## src/rtl/ws2811_frame_scheduler.sv

```systemverilog
// rtl/ws2811_frame_scheduler.sv - arbitrates frame ownership between two pixel sources and fetches colours for a WS2811 driver
module ws2811_frame_scheduler #(
    parameter int NUM_LEDS = 60,
    parameter int TIMEOUT  = 15
) (
    input  logic       clk,
    input  logic       reset,
    input  logic       frame_tick,
    input  logic       a_req,
    input  logic       b_req,
    input  logic       a_valid,
    input  logic       b_valid,
    input  logic [7:0] a_red,
    input  logic [7:0] a_green,
    input  logic [7:0] a_blue,
    input  logic [7:0] b_red,
    input  logic [7:0] b_green,
    input  logic [7:0] b_blue,
    input  logic [7:0] drv_addr,
    output logic [7:0] pix_addr,
    output logic       a_rd,
    output logic       b_rd,
    output logic [7:0] drv_red,
    output logic [7:0] drv_green,
    output logic [7:0] drv_blue,
    output logic       grant_a,
    output logic       grant_b,
    output logic       busy,
    output logic       frame_done,
    output logic       timeout_err
);
    localparam logic [8:0] LAST_PIX  = 9'(NUM_LEDS);
    localparam logic [7:0] WAIT_LAST = 8'(TIMEOUT - 1);

    typedef enum logic [2:0] {S_IDLE, S_ARB, S_FETCH, S_WAIT, S_HOLD} state_t;

    state_t     state_q;
    logic [7:0] pix_addr_q, last_addr_q, wait_cnt_q;
    logic [7:0] drv_red_q, drv_green_q, drv_blue_q;
    logic [8:0] pix_cnt_q;
    logic       a_rd_q, b_rd_q, grant_a_q, grant_b_q, busy_q;
    logic       frame_done_q, timeout_err_q, last_b_q;

    logic       src_valid, timed_out, frame_end;
    logic [7:0] src_red, src_green, src_blue;

    // Only the granted source is listened to; the other valid is masked off.
    assign src_valid = grant_a_q ? a_valid : (grant_b_q & b_valid);
    assign src_red   = grant_a_q ? a_red   : b_red;
    assign src_green = grant_a_q ? a_green : b_green;
    assign src_blue  = grant_a_q ? a_blue  : b_blue;
    assign timed_out = (wait_cnt_q == WAIT_LAST);
    assign frame_end = ((pix_cnt_q + 9'd1) == LAST_PIX);

    always_ff @(posedge clk or posedge reset) begin
        if (reset) begin
            state_q       <= S_IDLE;
            pix_addr_q    <= 8'd0;
            last_addr_q   <= 8'hFF;
            wait_cnt_q    <= 8'd0;
            pix_cnt_q     <= 9'd0;
            drv_red_q     <= 8'd0;
            drv_green_q   <= 8'd0;
            drv_blue_q    <= 8'd0;
            a_rd_q        <= 1'b0;
            b_rd_q        <= 1'b0;
            grant_a_q     <= 1'b0;
            grant_b_q     <= 1'b0;
            busy_q        <= 1'b0;
            frame_done_q  <= 1'b0;
            timeout_err_q <= 1'b0;
            last_b_q      <= 1'b1;
        end else begin
            a_rd_q        <= 1'b0;
            b_rd_q        <= 1'b0;
            frame_done_q  <= 1'b0;
            timeout_err_q <= 1'b0;
            case (state_q)
                S_IDLE: if (frame_tick) state_q <= S_ARB;
                S_ARB: begin
                    // On contention the source not granted last wins.
                    if (a_req && (!b_req || last_b_q)) begin
                        grant_a_q <= 1'b1;
                        busy_q    <= 1'b1;
                        last_b_q  <= 1'b0;
                        state_q   <= S_HOLD;
                    end else if (b_req) begin
                        grant_b_q <= 1'b1;
                        busy_q    <= 1'b1;
                        last_b_q  <= 1'b1;
                        state_q   <= S_HOLD;
                    end else begin
                        state_q   <= S_IDLE;
                    end
                end
                S_HOLD: if (drv_addr != last_addr_q) state_q <= S_FETCH;
                S_FETCH: begin
                    pix_addr_q  <= drv_addr;
                    last_addr_q <= drv_addr;
                    a_rd_q      <= grant_a_q;
                    b_rd_q      <= grant_b_q;
                    wait_cnt_q  <= 8'd0;
                    state_q     <= S_WAIT;
                end
                S_WAIT: begin
                    if (src_valid || timed_out) begin
                        drv_red_q     <= src_valid ? src_red   : 8'd0;
                        drv_green_q   <= src_valid ? src_green : 8'd0;
                        drv_blue_q    <= src_valid ? src_blue  : 8'd0;
                        timeout_err_q <= !src_valid;
                        if (frame_end) begin
                            frame_done_q <= 1'b1;
                            grant_a_q    <= 1'b0;
                            grant_b_q    <= 1'b0;
                            busy_q       <= 1'b0;
                            pix_cnt_q    <= 9'd0;
                            last_addr_q  <= 8'hFF;
                            state_q      <= S_IDLE;
                        end else begin
                            pix_cnt_q    <= pix_cnt_q + 9'd1;
                            state_q      <= S_HOLD;
                        end
                    end else begin
                        wait_cnt_q <= wait_cnt_q + 8'd1;
                    end
                end
                default: state_q <= S_IDLE;
            endcase
        end
    end

    assign pix_addr    = pix_addr_q;
    assign a_rd        = a_rd_q;
    assign b_rd        = b_rd_q;
    assign drv_red     = drv_red_q;
    assign drv_green   = drv_green_q;
    assign drv_blue    = drv_blue_q;
    assign grant_a     = grant_a_q;
    assign grant_b     = grant_b_q;
    assign busy        = busy_q;
    assign frame_done  = frame_done_q;
    assign timeout_err = timeout_err_q;
endmodule

```

## config.mk

```make
export PLATFORM = sky130hd
export DESIGN_NAME = ws2811_frame_scheduler
export DESIGN_NICKNAME = d
export VERILOG_FILES = /design/src/rtl/ws2811_frame_scheduler.sv
export SDC_FILE = /design/constraint.sdc
export NUM_CORES = 1
export LEC_CHECK = 0
export CAP_MARGIN = 25
export CORE_UTILIZATION = 47
export DETAILED_ROUTE_END_ITERATION = 6
export PLACE_DENSITY = 0.8
export SLEW_MARGIN = 30
export SYNTH_ARGS = -nofsm -noshare
export SYNTH_HDL_FRONTEND = slang
export SYNTH_SLANG_ARGS = --single-unit
```

## constraint.sdc

```tcl
create_clock -name clk -period 2.6 [get_ports clk]
set_input_delay 0.52 -clock clk [delete_from_list [all_inputs] [get_ports clk]]
set_output_delay 0.52 -clock clk [all_outputs]
set_load 0.1 [all_outputs]
```

==> results of run 1 <==
## power groups by stage
stage,sequential [µW],clock [µW],combinational [µW]
floorplan,3440,0,817
detailed placement,1770,0,3220
finish,1770,835,3200
global placement,1760,0,3160
CTS,1760,859,3220
global route,1820,908,3350
## path summary, 6_finish.rpt
kind,from,to,slack [ns],cells past startpoint
max in group asynchronous,reset,last_addr_q[1]$_DFFE_PP1P_,1.65,3
min in group asynchronous,reset,drv_blue[7]$_DFFE_PP0P_,0.62,3
max,wait_cnt_q[0]$_DFFE_PP0P_,pix_cnt_q[2]$_DFFE_PP0P_,0.64,6
max reg2reg,wait_cnt_q[0]$_DFFE_PP0P_,pix_cnt_q[2]$_DFFE_PP0P_,0.64,6
min reg2reg,pix_cnt_q[8]$_DFFE_PP0P_,pix_cnt_q[8]$_DFFE_PP0P_,0.48,1
min,pix_cnt_q[8]$_DFFE_PP0P_,pix_cnt_q[8]$_DFFE_PP0P_,0.48,1
## state kept, by name, summed over array words and instances, names as in the netlist
| register | flops |
|---|---|
| drv_blue | 8 |
| timeout_err | 1 |
| grant_b | 1 |
| last_addr_q | 8 |
| drv_red | 8 |
| drv_green | 8 |
| frame_done | 1 |
| grant_a | 1 |
| state_q | 3 |
| last_b_q | 1 |
| busy | 1 |
| a_rd | 1 |
| wait_cnt_q | 8 |
| b_rd | 1 |
| pix_addr | 8 |
| pix_cnt_q | 9 |
## cell usage after synthesis, types with 4 or more instances
library cell and n:
nand3_1 14, nand2b_1 4, nor2_1 10, buf_6 5, nor4_1 4, nor3_1 4, a21oi_1 8, and4_1 4
or4_1 4, dfstp_2 9, nand2_1 49, o2bb2ai_1 24, xor2_1 10, inv_1 7, mux2i_1 29, dfrtp_1 59
clkbuf_1 6, and2_1 4, o21ai_0 6
## kinds of logic after synthesis
kind of cell / Yosys count / share of synthesized area
compound gates: 56 / 0.134
xor+xnor: 12 / 0.0314
fa+ha+maj: 3 / 0.0112
buf+inv: 24 / 0.0414
flops: 68 / 0.511
mux: 31 / 0.0944
simple gates: 113 / 0.176
## worst max-delay path: stages (launching register included)
cell and delay, ns:
dfrtp_1 0.43, inv_1 0.08, ha_1 0.19, nand4b_1 0.16, or4_4 0.47, a21oi_2 0.17, mux2_1 0.34
## final cells by class
type,instances,area (µm²)
Fill cell,557,2290
Multi-Input combinational cell,215,1500
Clock inverter,4,51.3
Clock buffer,12,135
Sequential cell,68,1710
Inverter,7,26.3
Tap cell,96,120
Timing Repair Buffer,108,991
## stage by stage
step | setup slack, ns | total power, µW | cell area [µm²]
2_1_floorplan | 0.383 | 4250 | 3350
3_3_place_gp | 0.556 | 4930 | 4350
3_5_place_dp | 0.428 | 4990 | 4350
4_1_cts | 0.641 | 5840 | 4540
5_1_grt | 0.559 | 6070 | 4540
6_report | 0.636 | 5800 | 4540
## routing by layer
layer,global-route usage,up-vias,share of wire,wire [µm]
met4,0.0636,0,0.0088,70
met2,0.361,60,0.50,4010
met5,0,-,0,0
met3,0.0581,6,0.037,296
li1,-,1315,-,-
met1,0.290,1340,0.45,3580
==> results.md, run 1 <==
* Crit path DAT at 2.17 ns
* Synthesized area at 3350 µm²
* Area of the core at 6830 µm²
* Slew Limit Fails at 0
* RSZ-0062 raised after global routing: false
* DP Wirelength at 5730 µm
* Total of max-cap violations at 0
* Vias per inst at 5.34
* Antenna-violating nets left at 0
* Worst skew pair latency at 0.34 ns
* Post-synth top flop: dfrtp_1
* Setup tns final at 0 ns
* Setup-failing EPs final at 0
* Leakage at ~0.0022 µW
* Largest net degree at the start of global routing at 69
* Post-CTS Resized at 0
* Buffers added on ports at 101
* First-pass GRT wire length at roughly 13000 µm
* Chip width at 86.5 µm
* Initial Util at 0.491
* Most frequent cells in the layout: clkdlybuf4s50_1 (62), dfrtp_1 (59), nand2_1 (49)
* Fmax at between 500 and 600 MHz
* Per-cell routed wire length at ~16 µm
* Power per Cell Area at 1280 nW/µm²
* Clock power frac at 0.144
* Share of cells above drive strength 1 at 0.196
* Synth Area per Inst at 10.9 µm²
* GRT Overall Usage at 0.221
* # diodes at 0
* Syn nets at approximately 370
* Switching power share of the total at 0.526
* Area grow syn2layout at 35.3%
* Status: finished clean
* Tmin final at 1.96 ns
* Root Driver: clkbuf_8
* #FFs+latches synth at 68
* Kind of critical path: reg -> reg
* Req. time, crit path at approximately 2.8 ns
* CP endpoint kind: flop
* Clock slew at reported path FFs at 0.07 ns
* Synth top area share at 0.440
* Final global-route overflow total at 0
* Drt drc at 0
* GP Congestion at 0.811
* TritonRoute pass-1 iters at 4
* CP max FO at 6
* Skew final at 0.00877 ns
* Cell taking the most area after synthesis: dfrtp_1
* Hold buffer count at CTS at 0
* Combinational fraction of design power at 0.552
* CTS tree: done
* Peak supply drop at around 1100 µV
* Worst rel slew slack at 0.491
* Internal power at 2750 µW
* Most common cell after layout, fill and taps aside: clkdlybuf4s50_1
* Rows at 30
* CTS sink count at 68
* Hold Vio Cnt, Final at 0
* H-Tree Depth at 3
* Boundary Pins at roughly 100
* Worst-Margin Slew at around 0.76 ns
* Post-Route WL at 7950 µm
* Num CTS Buffers at 9
* Period utilization at 0.755
* Part of the power in registers at 0.305
* Antenna violations before repair at 0
* Ys async rst share at 1.00
* Distinct cell type count after synthesis at 53
* Die H at 86.5 µm
* Vias in the first global route at 2681
* DRT iter0 DRCs at roughly 130
* Kind of start point of the critical path: flop
* Vias at 2721
* Post-synth EDFFs at 0
* Die footprint at 7470 µm²
* Finished Layout Cells at 510
* Sequential share of the synthesized area at 0.511
* Sw power at 3050 µW
* Synth area leaders: dfrtp_1 (44%), mux2i_1 (8.7%), dfstp_2 (7.1%)
* Layout net count at 475
* Synth warnings at 0
* Layout Utilization at 0.664
* Worst hold slack at around 0.48 ns
* Placed instance count at 494
* Longest Clk Path Bufs at 2
* Worst Hold Class: reg -> reg
* Post-CTS Setup Repair Bufs at 0
* Post-Synthesis Cells at roughly 300
Note: power is estimated with default switching activity, not from simulation.
==> inputs of run 2 (changes only) <==
CORE_UTILIZATION = 42   (was 47)
PLACE_DENSITY = 0.76   (was 0.8)
clock period = 1.65 ns   (was 2.6 ns; I/O delays follow)
==> results.md, run 2 (same netlist as run 1, synthesis figures left out) <==
* TritonRoute pass-1 iters at 4 (unchanged)
* CTS tree: done (unchanged)
* # diodes at 0 (unchanged)
* Fillers at 504 (was 557)
* Placed cell area at 5080 µm² (was 4350 µm²)
* Chip width at 91.3 µm (was 86.5 µm)
* Biggest register: pix_cnt_q (unchanged)
* Area grow syn2layout at 66.2% (was 35.3%)
* Leakage at 0.00259 µW (was 0.00218 µW)
* Kind of start point of the critical path: flop (unchanged)
* Crit path DAT at 2.03 ns (was 2.17 ns)
* Tmin final at 1.80 ns (was 1.96 ns)
* Initial Util at 0.434 (was 0.491)
* Hold buffer count at CTS at 0 (unchanged)
* Worst hold slack at 0.276 ns (was 0.475 ns)
* Vias per inst at 5.39 (was 5.34)
* Slew Limit Fails at 0 (unchanged)
* Final global-route overflow total at 0 (unchanged)
* GP Congestion at 0.951 (was 0.811)
* GRT Overall Usage at 0.226 (was 0.221)
* Clock slew at reported path FFs at 0.08 ns (was 0.07 ns)
* Per-cell routed wire length at 18.0 µm (was 15.6 µm)
* Pre-CTS WS at -0.160 ns (was 0.428 ns)
* Skew final at 0.0105 ns (was 0.00877 ns)
* Hold Vio Cnt, Final at 0 (unchanged)
* Longest Clk Path Bufs at 2 (unchanged)
* Vias in the first global route at 3004 (was 2681)
* Die footprint at 8340 µm² (was 7470 µm²)
* Post-Route WL at 9980 µm (was 7950 µm)
* Setup-failing EPs final at 38 (was 0)
* Antenna violations before repair at 0 (unchanged)
* Rows at 32 (was 30)
* Vias at 2986 (was 2721)
* First-pass GRT wire length at 14700 µm (was 12700 µm)
* Die H at 91.3 µm (was 86.5 µm)
* Most common cell after layout, fill and taps aside: clkdlybuf4s50_1 (unchanged)
* Period utilization at 1.09 (was 0.755)
* Root Driver: clkbuf_8 (unchanged)
* DRT iter0 DRCs at 183 (was 125)
* Power per Cell Area at 1950 nW/µm² (was 1280 nW/µm²)
* Share of cells above drive strength 1 at 0.312 (was 0.196)
* Worst-Margin Slew at 0.413 ns (was 0.764 ns)
* DP Wirelength at 6800 µm (was 5730 µm)
* Final instance area at 5570 µm² (was 4540 µm²)
* Kind of critical path: reg -> reg (unchanged)
* Worst skew pair latency at 0.35 ns (was 0.34 ns)
* Area of the core at 7730 µm² (was 6830 µm²)
* CTS sink count at 68 (unchanged)
* Status: complete, but fails checks (was finished clean)
* Worst Hold Class: in -> async (was reg -> reg)
* Largest register FFs at 9 (unchanged)
* Most frequent cells in the layout: clkdlybuf4s50_1 (62), dfrtp_1 (57), nand2_1 (49) (was clkdlybuf4s50_1 (62), dfrtp_1 (59), nand2_1 (49))
* Worst rel slew slack at 0.724 (was 0.491)
* RSZ-0062 raised after global routing: true (was false)
* Area occupied by multi-input gates at 1620 µm² (was 1500 µm²)
* Fmax at 557 MHz (was 509 MHz)
* Buffers added on ports at 101 (unchanged)
* CP max FO at 2 (was 6)
* Antenna-violating nets left at 0 (unchanged)
* Total of max-cap violations at 0 (unchanged)
* Setup tns final at -1.99 ns (was 0 ns)
* Drt drc at 0 (unchanged)
* H-Tree Depth at 3 (unchanged)
* CP endpoint kind: flop (unchanged)
* Req. time, crit path at 1.88 ns (was 2.81 ns)
* Num CTS Buffers at 9 (unchanged)
* Largest net degree at the start of global routing at 38 (was 69)
* Failing checks: setup timing
* Peak supply drop at 1320 µV (was 1140 µV)
* Setup ws final at -0.146 ns (was 0.636 ns)
* Boundary Pins at 102 (unchanged)
* Reg area at 1720 µm² (was 1710 µm²)
* Layout net count at 513 (was 475)
## run 2: path summary, 6_finish.rpt
check                                           from                          to  slack (ns)  cells after the start
max                        wait_cnt_q[0]$_DFFE_PP0P_    pix_cnt_q[2]$_DFFE_PP0P_       -0.15                      6
min                                            reset     drv_blue[1]$_DFFE_PP0P_        0.28                      2
max reg2reg                wait_cnt_q[0]$_DFFE_PP0P_    pix_cnt_q[2]$_DFFE_PP0P_       -0.15                      6
min reg2reg                 pix_cnt_q[8]$_DFFE_PP0P_    pix_cnt_q[8]$_DFFE_PP0P_        0.49                      1
max in group asynchronous                      reset  last_addr_q[2]$_DFFE_PP1P_        0.92                      3
min in group clk            pix_cnt_q[8]$_DFFE_PP0P_    pix_cnt_q[8]$_DFFE_PP0P_        0.49                      1
## run 2: worst max-delay path, stage by stage, from the launching register on
cell	delay, ns
dfrtp_1	0.39
inv_1	0.08
ha_2	0.18
nand4b_1	0.12
or4_4	0.46
a21oi_2	0.15
mux2_4	0.30
## run 2: final cells by class
type / count / share of cell area
inverters: 7 / 0.00539
clock buffers: 11 / 0.0272
clock inverters: 5 / 0.0106
well taps: 102 / 0.0229
multi-input cells: 215 / 0.291
flip-flops and latches: 68 / 0.308
repair buffers: 146 / 0.335
## run 2: per-layer routing
layer  vias up  track usage  wire [µm]
met5         -            0          0
met4         0       0.0952        303
met3        26       0.0327        410
met2        88        0.394       5310
met1      1484        0.281       3960
li1       1388            -          -
## run 2: timing repair
item / in CTS / in global routing
pin swaps: 4 / 8
resized for setup: 13 / 16
gates cloned: 0 / 3
setup endpoints to repair: 40 / 45
setup buffers: 6 / 5
## run 2: report_power, final
group | total, µW | leakage, µW | switching, µW | internal [µW]
combinational | 6520 | 0.00166 | 4000 | 2510
sequential | 2940 | 0.000830 | 594 | 2340
clock | 1440 | 0.000102 | 655 | 783
total | 10900 | 0.00259 | 5250 | 5640
## run 2: stage by stage
| stage | total power [µW] | util | instances |
|---|---|---|---|
| 2_1_floorplan | 6730 | - | 307 |
| 4_1_cts | 10800 | 0.698 | 548 |
| 5_1_grt | 11300 | 0.721 | 554 |
| 6_report | 10900 | 0.721 | 554 |
| 3_3_place_gp | 9130 | 0.658 | 527 |
| 3_5_place_dp | 9250 | 0.658 | 527 |
==> inputs of run 3 (changes only) <==
ABC_AREA = 1   (was not set)
CAP_MARGIN = 20   (was 25)
CORE_UTILIZATION = 43   (was 42)
CTS_BUF_LIST = sky130_fd_sc_hd__clkbuf_8 sky130_fd_sc_hd__clkbuf_16   (was not set)
PLACE_DENSITY = 0.77   (was 0.76)
==> results.md, run 3 <==
* Placed instance count at 609 (was 527)
* Boundary Pins at 102 (unchanged)
* Synth warnings at 0 (unchanged)
* Die H at 91.0 µm (was 91.3 µm)
* RSZ-0062 raised after global routing: true (unchanged)
* Longest Clk Path Bufs at 2 (unchanged)
* Hold buffer count at CTS at 0 (unchanged)
* Slew Limit Fails at 0 (unchanged)
* Power per Cell Area at 2170 nW/µm² (was 1950 nW/µm²)
* CP max FO at 3 (was 2)
* Kind of critical path: reg -> reg (unchanged)
* DRT iter0 DRCs at 132 (was 183)
* Synth area leaders: dfrtp_1 (43%), nand2_1 (14%), mux2i_1 (7.1%) (was dfrtp_1 (44%), mux2i_1 (8.7%), dfstp_2 (7.1%))
* Root Driver: clkbuf_8 (unchanged)
* Synth Area per Inst at 8.62 µm² (was 10.9 µm²)
* Drt drc at 0 (unchanged)
* Setup-failing EPs final at 0 (was 38)
* Post-synth EDFFs at 0 (unchanged)
* Peak supply drop at 1500 µV (was 1320 µV)
* Largest register FFs at 9 (unchanged)
* Final global-route overflow total at 0 (unchanged)
* Buffers added on ports at 101 (unchanged)
* Final instance area at 5440 µm² (was 5570 µm²)
* Area grow syn2layout at 59.9% (was 66.2%)
* Rows at 32 (unchanged)
* Total chip power at 11800 µW (was 10900 µW)
* Simple-Gate Fraction of Synth Area at 0.260 (was 0.176)
* Hold Vio Cnt, Final at 0 (unchanged)
* Post-synth top flop: dfrtp_1 (unchanged)
* Worst-Margin Slew at 0.356 ns (was 0.413 ns)
* Crit path DAT at 1.85 ns (was 2.03 ns)
* Worst R2R Setup Slack at 0.004 ns (was -0.15 ns)
* Sequential share of the synthesized area at 0.503 (was 0.511)
* Post-Synth XOR/XNOR Area at 0.0283 (was 0.0314)
* Die footprint at 8270 µm² (was 8340 µm²)
* Top-count cell post-synth: nand2_1 (was dfrtp_1)
* # diodes at 0 (unchanged)
* Setup tns final at 0 ns (was -1.99 ns)
* First-pass GRT wire length at 14200 µm (was 14700 µm)
* Vias at 3072 (was 2986)
* Post-Synthesis Cells at 395 (was 307)
* Chip width at 91.0 µm (was 91.3 µm)
* Period utilization at 0.998 (was 1.09)
* Most common cell after layout, fill and taps aside: nand2_1 (was clkdlybuf4s50_1)
* Status: finished clean (was complete, but fails checks)
* Share of cells above drive strength 1 at 0.253 (was 0.312)
* Compound-Gate Fraction of Synth Area at 0.0750 (was 0.134)
* Tmin final at 1.65 ns (was 1.80 ns)
* GP Congestion at 0.851 (was 0.951)
* Skew final at 0.00843 ns (was 0.0105 ns)
* Cell taking the most area after synthesis: dfrtp_1 (unchanged)
* Vias per inst at 4.86 (was 5.39)
* Fmax at 608 MHz (was 557 MHz)
* Most frequent cells in the layout: nand2_1 (120), clkdlybuf4s50_1 (62), dfrtp_1 (56) (was clkdlybuf4s50_1 (62), dfrtp_1 (57), nand2_1 (49))
* Vias in the first global route at 3065 (was 3004)
* Placed cell area at 5110 µm² (was 5080 µm²)
* Req. time, crit path at 1.86 ns (was 1.88 ns)
* Largest net degree at the start of global routing at 69 (was 38)
* Mux cell area share after synthesis at 0.0706 (was 0.0944)
* Layout Utilization at 0.708 (was 0.721)
* Top cells by count, synth: nand2_1 (125), dfrtp_1 (59), o21ai_0 (36), inv_1 (28), nor2_1 (26) (was dfrtp_1 (59), nand2_1 (49), mux2i_1 (29), o2bb2ai_1 (24), nand3_1 (14))
* Syn nets at 461 (was 373)
* Layout net count at 591 (was 513)
* Per-cell routed wire length at 13.6 µm (was 18.0 µm)
* Finished Layout Cells at 632 (was 554)
* Num CTS Buffers at 9 (unchanged)
* Post-Route WL at 8590 µm (was 9980 µm)
* Critical path's most frequent cell: nand2_1
* Fillers at 579 (was 504)
* CP peak stage delay at 0.41 ns (was 0.46 ns)
* Main combinational cell family by area after synthesis: simple AND/OR/NAND/NOR gates (unchanged)
* Synth top area share at 0.434 (was 0.440)
* Worst rel slew slack at 0.762 (was 0.724)
* Total of max-cap violations at 0 (unchanged)
* Antenna violations before repair at 0 (unchanged)
* Initial Util at 0.443 (was 0.434)
* H-Tree Depth at 3 (unchanged)
* Post-Synth Adder-Cell Area at 0.0110 (was 0.0112)
* Clock slew at reported path FFs at 0.07 ns (was 0.08 ns)
* Ys async rst share at 1.00 (unchanged)
* Antenna-violating nets left at 0 (unchanged)
* Area of the core at 7690 µm² (was 7730 µm²)
* CP max-delay cell: dfrtp_1 (was or4_4)
* GRT Overall Usage at 0.216 (was 0.226)
* CP endpoint kind: flop (unchanged)
* Biggest register: pix_cnt_q (unchanged)
* Worst Hold Class: in -> async (unchanged)
* Synthesized area at 3400 µm² (was 3350 µm²)
* Crit path cell chain: ha_4 -> nand3_4 -> o21bai_1 -> nand2_1 -> nor2_4 -> nand3_2 -> buf_4 -> nand2_1 -> o21ai_0 (was inv_1 -> ha_2 -> nand4b_1 -> or4_4 -> a21oi_2 -> mux2_4)
* Distinct cell type count after synthesis at 32 (was 53)
* #FFs+latches synth at 68 (unchanged)
* DP Wirelength at 6260 µm (was 6800 µm)
* Worst skew pair latency at 0.33 ns (was 0.35 ns)
* Kind of start point of the critical path: flop (unchanged)
* CTS tree: done (unchanged)
* CTS sink count at 68 (unchanged)
* Leakage at 0.00260 µW (was 0.00259 µW)
* TritonRoute pass-1 iters at 4 (unchanged)
==> run 3: routing by layer <==
layer,vias to the layer above,part of all wire,global-route usage
met5,-,0,0
met4,0,0.012,0.0807
met2,70,0.53,0.366
met3,10,0.034,0.0327
li1,1535,-,-
met1,1457,0.42,0.279
==> run 3: repair_timing <==
action / 4_1_cts / 5_1_grt
pin swaps: 1 / 10
setup buffers: 2 / 5
resized for setup: 3 / 18
endpoints found under the hold margin: 0 / 0
endpoints found under the setup margin: 16 / 40
==> run 3: report_power, final <==
group          switching [µW]  total, µW  internal, µW
registers                 700       3140          2440
clock network             631       1370           736
logic                    4630       7320          2690
==> run 3: worst paths after layout <==
path                                             from                    endpoint  cells past startpoint
min reg2reg                last_addr_q[5]$_DFFE_PP1P_  last_addr_q[5]$_DFFE_PP1P_                      2
min in group clk           last_addr_q[5]$_DFFE_PP1P_  last_addr_q[5]$_DFFE_PP1P_                      2
max                          pix_cnt_q[0]$_DFFE_PP0P_    pix_cnt_q[0]$_DFFE_PP0P_                      9
min                                             reset     drv_blue[6]$_DFFE_PP0P_                      3
max reg2reg                  pix_cnt_q[0]$_DFFE_PP0P_    pix_cnt_q[0]$_DFFE_PP0P_                      9
max in group asynchronous                       reset        last_b_q$_DFFE_PP1P_                      3
==> run 3: cells by family after synthesis <==
kind of cell / Yosys count
flip-flops: 68
buffers and inverters: 43
adder cells (fa/ha/maj): 3
AND/OR/NAND/NOR: 199
XOR/XNOR: 11
AO/OA/AOI/OAI: 47
multiplexers: 24
==> run 3: critical path: cells and delay by family (launching register included) <==
family | cells | cell delay [ns]
and+or+nand+nor | 5 | 0.55
adders and majority gates | 1 | 0.18
DFF | 1 | 0.41
AOI/OAI and AO/OA | 2 | 0.24
buffers and inverters | 1 | 0.15
==> run 3: final cells by class <==
type	count	area, µm²	share of cell area
flip-flops and latches	68	1720	0.316
repair buffers	130	1680	0.309
multi-input cells	284	1580	0.291
clock buffers	10	138	0.0253
inverters	32	129	0.0237
well taps	102	128	0.0235
clock inverters	6	63.8	0.0117
==> run 3: metrics by stage <==
step,hold WS (ns),worst slack [ns]
final,0.444,0.00394
after global routing,0.485,-0.122
after CTS,0.451,0.00451
after detailed placement,0.486,-0.165
after global placement,0.483,-0.0933
after floorplan,0.440,-0.0172
